File: config.mk
export PLATFORM = sky130hd
export DESIGN_NAME = pipe_seq_ctrl
export DESIGN_NICKNAME = d
export VERILOG_FILES = /design/src/rtl/pipe_seq_ctrl.sv
export SDC_FILE = /design/constraint.sdc
export NUM_CORES = 1
export LEC_CHECK = 0
export ABC_CLOCK_PERIOD_IN_PS = 2200
export CORE_ASPECT_RATIO = 1.5
export CORE_MARGIN = 2
export CORE_UTILIZATION = 34
export DETAILED_ROUTE_END_ITERATION = 12
export GPL_ROUTABILITY_DRIVEN = 0
export GPL_TIMING_DRIVEN = 0
export PLACE_DENSITY = 0.89
export SYNTH_ARGS = -nofsm -noshare
export SYNTH_HDL_FRONTEND = slang
export SYNTH_SLANG_ARGS = --single-unit
File: constraint.sdc
create_clock -name clk -period 2.2 [get_ports clk]
set_input_delay 0.44 -clock clk [delete_from_list [all_inputs] [get_ports clk]]
set_output_delay 0.44 -clock clk [all_outputs]
set_load 0.05 [all_outputs]
File: src/rtl/pipe_seq_ctrl.sv
// pipe_seq_ctrl - registered pipeline sequencer for the 5-stage MIPS core.
// Drives the PC and pipeline-register write-enables and flushes. It resolves
// load-use, ALU-to-branch and load-to-branch hazards, branch/jump redirects
// and data-memory wait freezes.
// A small FSM (RUN / STALL / FREEZE) holds multi-cycle stalls and freezes, so
// they do not depend on live stage fields. Control outputs are combinational
// from the current state and inputs. State, counters and flags change on the
// rising clock edge.
// Optional feature: define PIPE_SEQ_PERF_CNT_EN to build the saturating
// stall/flush/freeze performance counters. Without it those ports read zero.
module pipe_seq_ctrl #(
  parameter int REG_W    = 5,
  parameter int MAX_WAIT = 15,
  parameter int CNT_W    = 16
) (
  input  logic             clk,
  input  logic             rst,
  input  logic [REG_W-1:0] IFID_Rs,
  input  logic [REG_W-1:0] IFID_Rt,
  input  logic             IDEX_MemR,
  input  logic             IDEX_RegW,
  input  logic [REG_W-1:0] IDEX_Rd,
  input  logic             Branch,
  input  logic             BrTaken,
  input  logic             jump,
  input  logic             dmem_busy,
  output logic             PCWr,
  output logic             IFIDwr,
  output logic             IDEXWr,
  output logic             EXMEMwr,
  output logic             rstIFID,
  output logic             rstIDEX,
  output logic [1:0]       state_o,
  output logic             mem_timeout,
  output logic [CNT_W-1:0] stall_cycles,
  output logic [CNT_W-1:0] flush_cycles,
  output logic [CNT_W-1:0] freeze_cycles
);

  localparam int WAIT_W = $clog2(MAX_WAIT + 1);
  localparam logic [WAIT_W-1:0] WAIT_ONE = WAIT_W'(1);
  localparam logic [WAIT_W-1:0] WAIT_MAX = WAIT_W'(MAX_WAIT);

  typedef enum logic [1:0] {
    RUN    = 2'd0,
    STALL  = 2'd1,
    FREEZE = 2'd2
  } state_t;

  // The three pipeline actions the sequencer can request in a cycle
  typedef enum logic [1:0] {
    ACT_GO     = 2'd0,
    ACT_BUBBLE = 2'd1,
    ACT_HOLD   = 2'd2
  } action_t;

  state_t            state, state_nxt;
  state_t            ret_state, ret_state_nxt;
  logic              stall_cnt, stall_cnt_nxt;
  logic [WAIT_W-1:0] wait_cnt, wait_cnt_nxt;
  logic              timeout_nxt;
  action_t           action;
  logic              flush_fetch;

  logic rd_match;
  logic load_branch_hz;
  logic alu_branch_hz;
  logic load_use_hz;
  logic redirect;

  // Register 0 is hardwired, so a zero destination can never create a hazard
  assign rd_match = (IDEX_Rd != '0) &&
                    ((IDEX_Rd == IFID_Rs) || (IDEX_Rd == IFID_Rt));

  // A load feeding a branch needs two bubbles: the value only exists after MEM
  assign load_branch_hz = Branch && IDEX_MemR && rd_match;

  // An ALU result feeding the ID-stage comparator needs one bubble
  assign alu_branch_hz  = Branch && IDEX_RegW && !IDEX_MemR && rd_match;

  // A jump reads no registers, so it is excluded from the load-use check
  assign load_use_hz    = !Branch && !jump && IDEX_MemR && rd_match;

  assign redirect       = jump || (Branch && BrTaken);

  assign state_o = state;

  // State register, stall/wait counters, return state and sticky timeout flag
  always_ff @(posedge clk or posedge rst) begin
    if (rst) begin
      state       <= RUN;
      ret_state   <= RUN;
      stall_cnt   <= 1'b0;
      wait_cnt    <= '0;
      mem_timeout <= 1'b0;
    end else begin
      state       <= state_nxt;
      ret_state   <= ret_state_nxt;
      stall_cnt   <= stall_cnt_nxt;
      wait_cnt    <= wait_cnt_nxt;
      mem_timeout <= timeout_nxt;
    end
  end

  // Next-state logic: pick this cycle's pipeline action and the next FSM values
  always_comb begin
    state_nxt     = state;
    ret_state_nxt = ret_state;
    stall_cnt_nxt = stall_cnt;
    wait_cnt_nxt  = wait_cnt;
    timeout_nxt   = mem_timeout;
    action        = ACT_GO;
    flush_fetch   = 1'b0;

    case (state)
      RUN: begin
        if (dmem_busy) begin
          // A memory stall beats every hazard and redirect
          action        = ACT_HOLD;
          ret_state_nxt = RUN;
          wait_cnt_nxt  = WAIT_ONE;
          state_nxt     = FREEZE;
        end else if (load_branch_hz) begin
          // The second bubble comes from STALL. The branch resolves again afterwards.
          action        = ACT_BUBBLE;
          stall_cnt_nxt = 1'b1;
          state_nxt     = STALL;
        end else if (alu_branch_hz || load_use_hz) begin
          action = ACT_BUBBLE;
        end else if (redirect) begin
          action      = ACT_GO;
          flush_fetch = 1'b1;
        end else begin
          action = ACT_GO;
        end
      end

      STALL: begin
        if (dmem_busy) begin
          // Keep the owed bubble and come back here after the freeze
          action        = ACT_HOLD;
          ret_state_nxt = STALL;
          wait_cnt_nxt  = WAIT_ONE;
          state_nxt     = FREEZE;
        end else begin
          // Redirects are ignored here. RUN sees the branch again next cycle.
          action        = ACT_BUBBLE;
          stall_cnt_nxt = stall_cnt - 1'b1;
          if (stall_cnt_nxt == 1'b0) begin
            state_nxt = RUN;
          end
        end
      end

      FREEZE: begin
        action = ACT_HOLD;
        if (dmem_busy) begin
          if (wait_cnt == WAIT_MAX) begin
            timeout_nxt = 1'b1;
          end else begin
            wait_cnt_nxt = wait_cnt + WAIT_ONE;
          end
        end else begin
          // The release cycle still holds, then we resume where we left off
          wait_cnt_nxt = '0;
          state_nxt    = ret_state;
        end
      end

      default: begin
        action    = ACT_HOLD;
        state_nxt = RUN;
      end
    endcase
  end

  // Output decode: turn the chosen action into enables and flushes, forced safe in reset
  always_comb begin
    PCWr    = 1'b0;
    IFIDwr  = 1'b0;
    IDEXWr  = 1'b0;
    EXMEMwr = 1'b0;
    rstIFID = 1'b0;
    rstIDEX = 1'b0;

    if (rst) begin
      rstIFID = 1'b1;
      rstIDEX = 1'b1;
    end else begin
      case (action)
        ACT_GO: begin
          PCWr    = 1'b1;
          IFIDwr  = 1'b1;
          IDEXWr  = 1'b1;
          EXMEMwr = 1'b1;
          rstIFID = flush_fetch;
        end
        ACT_BUBBLE: begin
          IDEXWr  = 1'b1;
          rstIDEX = 1'b1;
          EXMEMwr = 1'b1;
        end
        default: begin
          PCWr = 1'b0;
        end
      endcase
    end
  end

`ifdef PIPE_SEQ_PERF_CNT_EN
  logic [CNT_W-1:0] stall_q;
  logic [CNT_W-1:0] flush_q;
  logic [CNT_W-1:0] freeze_q;

  // Saturating event counters for bubbles, fetch squashes and frozen cycles
  always_ff @(posedge clk or posedge rst) begin
    if (rst) begin
      stall_q  <= '0;
      flush_q  <= '0;
      freeze_q <= '0;
    end else begin
      if ((action == ACT_BUBBLE) && (stall_q != '1)) begin
        stall_q <= stall_q + CNT_W'(1);
      end
      if (rstIFID && (flush_q != '1)) begin
        flush_q <= flush_q + CNT_W'(1);
      end
      if ((action == ACT_HOLD) && (freeze_q != '1)) begin
        freeze_q <= freeze_q + CNT_W'(1);
      end
    end
  end

  assign stall_cycles  = stall_q;
  assign flush_cycles  = flush_q;
  assign freeze_cycles = freeze_q;
`else
  assign stall_cycles  = '0;
  assign flush_cycles  = '0;
  assign freeze_cycles = '0;
`endif

endmodule
==> impl_metrics.yaml <==
yosys:
  synthesis.yosys.warnings: 0
  post_synth_top_area_cell: "sky130_fd_sc_hd__buf_4"
  netlist_instances: 137
  synthSimpleGateAreaFrac_pct: 14.15
  synth_edf_count: 0
  mappedNetlistArea_um2: 1079
  synthAdderAreaFrac_pct: 1.160
  netlist_top_cells_area: "sky130_fd_sc_hd__buf_4 35%, sky130_fd_sc_hd__dfrtp_1 21%, sky130_fd_sc_hd__xnor2_1 6.5%, sky130_fd_sc_hd__a21oi_1 3.2%, sky130_fd_sc_hd__o21ai_0 3.2%"
  synth_compound_area_share_pct: 16.36
  async_reset_ff_share_pct: 100.0
  yosys_most_used_dff: "sky130_fd_sc_hd__dfrtp_1"
  synth_seq_area_share_pct: 20.88
  yosys_register_bits: 9
  mapped_avg_cell_area_um2: 7.873
  fraction_of_synthesized_cell_area_in_xor_and_xnor_cells_pct: 8.121
  synth_top_family_by_area: "buffers and inverters"
  yosysUniqueCellTypes: 31
  synth_mux_area_share_pct: 0
  synthDominantCellAreaShare_pct: 34.80
floorplanning:
  floorplan.io_pins: 80
  core-area_um2: 3097
  rows: 25
  floorplan.initialDensity_pct: 34.83
  die_h_um: 72.98
  die_x_um: 49.99
  dieArea_um2: 3648
timing:
  setup_ws_post_layout_ns: 0.01104
  fin_worst_skew_ns: 0.003348
  pins_over_slew_limit: 0
  count_of_final_hold_check_violations: 0
  max_slew.worst_pin.slew_ns: 0.5080
  grt_setup_unrepaired: "yes"
  worst_hold_slack_ns: 0.4741
  layout_worst_path_cycle_share_pct: 99.50
  maxSlewHeadroom_pct: 66.03
  final.min_clock_period_ns: 2.189
  timing.fmax_ghz: 0.4568
  finalSetupViolCount: 0
detailed_routing:
  wire_per_inst_um: 9.758
  vias_per_cell: 4.253
  drt.antenna.violating_nets: 0
  firstDrtPassIters: 5
  initialDrtViolationCount: 26
  dr_total_vias: 1144
  finalWirelength_um: 2625
  drc: 0
cts:
  cts_tree: "yes"
  path_clk_slew_ns: 0.05
  cts-root-to-sink-buffers: 2
  cts_htree_levels: 1
  tritoncts_num_sinks: 9
  cts_made_buffers: 3
  clkLatencyLatePin_ns: 0.24
  post_cts_hold_buffer_count: 0
  root_buffer: "sky130_fd_sc_hd__clkbuf_8"
run_status:
  run_status: "completed"
global_route:
  groute.usage.overall_pct: 12.90
  grt_pass1_vias: 984
  grt_start_max_net_pins: 11
  globalRoute.totalOverflow: 0
  antenna_found_initial: 0
  grt_pass1_wl_um: 3691
power_and_ir_drop:
  ir_worst_vdd_uv: 233.7
  total_leakage_power_uw: 0.0009956
  power.density_nw_per_um2: 460.2
place:
  dp.final_hpwl_um: 1907
  place_ws_ns: -0.9856
  total_of_buffers_placed_on_input_and_output_ports: 31
cells_and_area:
  post_route_cells_drive_above_1_share_pct: 39.30
  antenna-diode-count: 0
  layout-area-overhead-vs-synth_pct: 66.59
  layout_commonest_cell: "sky130_fd_sc_hd__buf_4"
  most-common-layout-cells: "60 x sky130_fd_sc_hd__buf_4, 48 x sky130_fd_sc_hd__conb_1, 9 x sky130_fd_sc_hd__dfrtp_1"
  finalNetCount: 254
critical_path:
  worst_setup_path_end_kind: "output port"
  cp.arrival_ns: 1.75
  critical_path_class: "in2out"
  critPathRequiredTime_ns: 1.76
  largest_fanout_of_any_net_on_the_critical_path: 3
  crit_path_start_kind: "input pin"
worst_hold_path:
  hp-class: "reg2reg"
run:
  cap_violations: 0
[cells in the mapped netlist (2+ instances only)]
cell and count:
sky130_fd_sc_hd__nand3_1 5, sky130_fd_sc_hd__xor2_1 2, sky130_fd_sc_hd__o21a_1 2, sky130_fd_sc_hd__xnor2_1 8
sky130_fd_sc_hd__dfrtp_1 9, sky130_fd_sc_hd__nand2_1 6, sky130_fd_sc_hd__nor3_1 4, sky130_fd_sc_hd__o21ai_0 7
sky130_fd_sc_hd__inv_1 5, sky130_fd_sc_hd__nand3b_1 2, sky130_fd_sc_hd__a22o_1 3, sky130_fd_sc_hd__clkbuf_1 4
sky130_fd_sc_hd__buf_4 50, sky130_fd_sc_hd__nor2_1 7, sky130_fd_sc_hd__a21oi_1 7
[worst max-delay path: stages]
cell and delay, ns:
sky130_fd_sc_hd__buf_6 0.10, sky130_fd_sc_hd__xnor2_2 0.14, sky130_fd_sc_hd__nand3_1 0.10, sky130_fd_sc_hd__o32ai_2 0.31, sky130_fd_sc_hd__nand3_2 0.15, sky130_fd_sc_hd__and3b_1 0.22
sky130_fd_sc_hd__buf_4 0.13, sky130_fd_sc_hd__buf_8 0.14
[power breakdown]
part / internal, uW / switching, uW / leakage, uW / total (uW)
clock: 127 / 72.2 / 0.0000228 / 199
combinational: 156 / 286 / 0.000853 / 442
sequential: 174 / 11.5 / 0.000120 / 185
[layout make-up]
class	instances	area, um2
buffer	55	410.4
clock buffer	4	45.04
fill	263	1300
inverter	5	18.77
multi-input combinational	115	669.4
sequential	9	225.2
tap	40	50.05
timing repair buffer	41	377.9
[through the flow]
step	TNS, ns	utilization (%)	cells	power, uW	cell area [um2]
after floorplan	-0.2744	-	184	526.7	1270
after global placement	-4.666	52.65	255	599.3	1630
after detailed placement	-4.702	52.65	255	602.5	1630
after CTS	-0.1053	56.08	268	806.1	1737
after global routing	-0.2043	58.02	269	860.0	1797
final	0	58.02	269	826.8	1797
[timing repair]
item | CTS | global route
hold endpoints to repair | 0 | 0
pin swaps | 11 | 15
resized for setup | 60 | 37
buffers inserted | 9 | 2
endpoints found under the setup margin | 6 | 8
[sequential cells by signal, indices dropped and copies added (netlist names)]
register and flops:
mem_timeout 1, state_o 2, stall_cnt 1, ret_state 1
wait_cnt 4
[metal layers]
metal  wire length [um]  vias to the layer above  track usage, %
met3                243                        9           2.459
met2               1466                       79           26.02
li1                   -                      551               -
met1                842                      505           11.69
met5                  0                        -               0
met4                 73                        0           6.481
[logic make-up (layout without fill, tap and decap cells)]
logic type | Yosys count | in the layout
AND/OR/NAND/NOR | 30 | 30
flip-flops | 9 | 9
XOR/XNOR | 10 | 10
adder cells (fa/ha/maj) | 1 | 1
other | 1 | 48
AO/OA/AOI/OAI | 26 | 26
buffers and inverters | 60 | 105
[path summary, 6_finish.rpt]
| kind | start | endpoint | slack (ns) | cells past startpoint |
|---|---|---|---|---|
| hold reg to reg | mem_timeout$_DFFE_PP0P_ | mem_timeout$_DFFE_PP0P_ | 0.47 | 1 |
| min in group asynchronous | rst | wait_cnt[2]$_DFFE_PP0P_ | 0.66 | 2 |
| max in group asynchronous | rst | wait_cnt[0]$_DFFE_PP0P_ | 1.27 | 2 |
| hold / removal | mem_timeout$_DFFE_PP0P_ | mem_timeout$_DFFE_PP0P_ | 0.47 | 1 |
| setup reg to reg | wait_cnt[0]$_DFFE_PP0P_ | wait_cnt[3]$_DFFE_PP0P_ | 0.56 | 7 |
| setup / recovery | IDEX_Rd[0] | PCWr | 0.01 | 8 |
No activity file was read; power rests on OpenSTA's default activity.
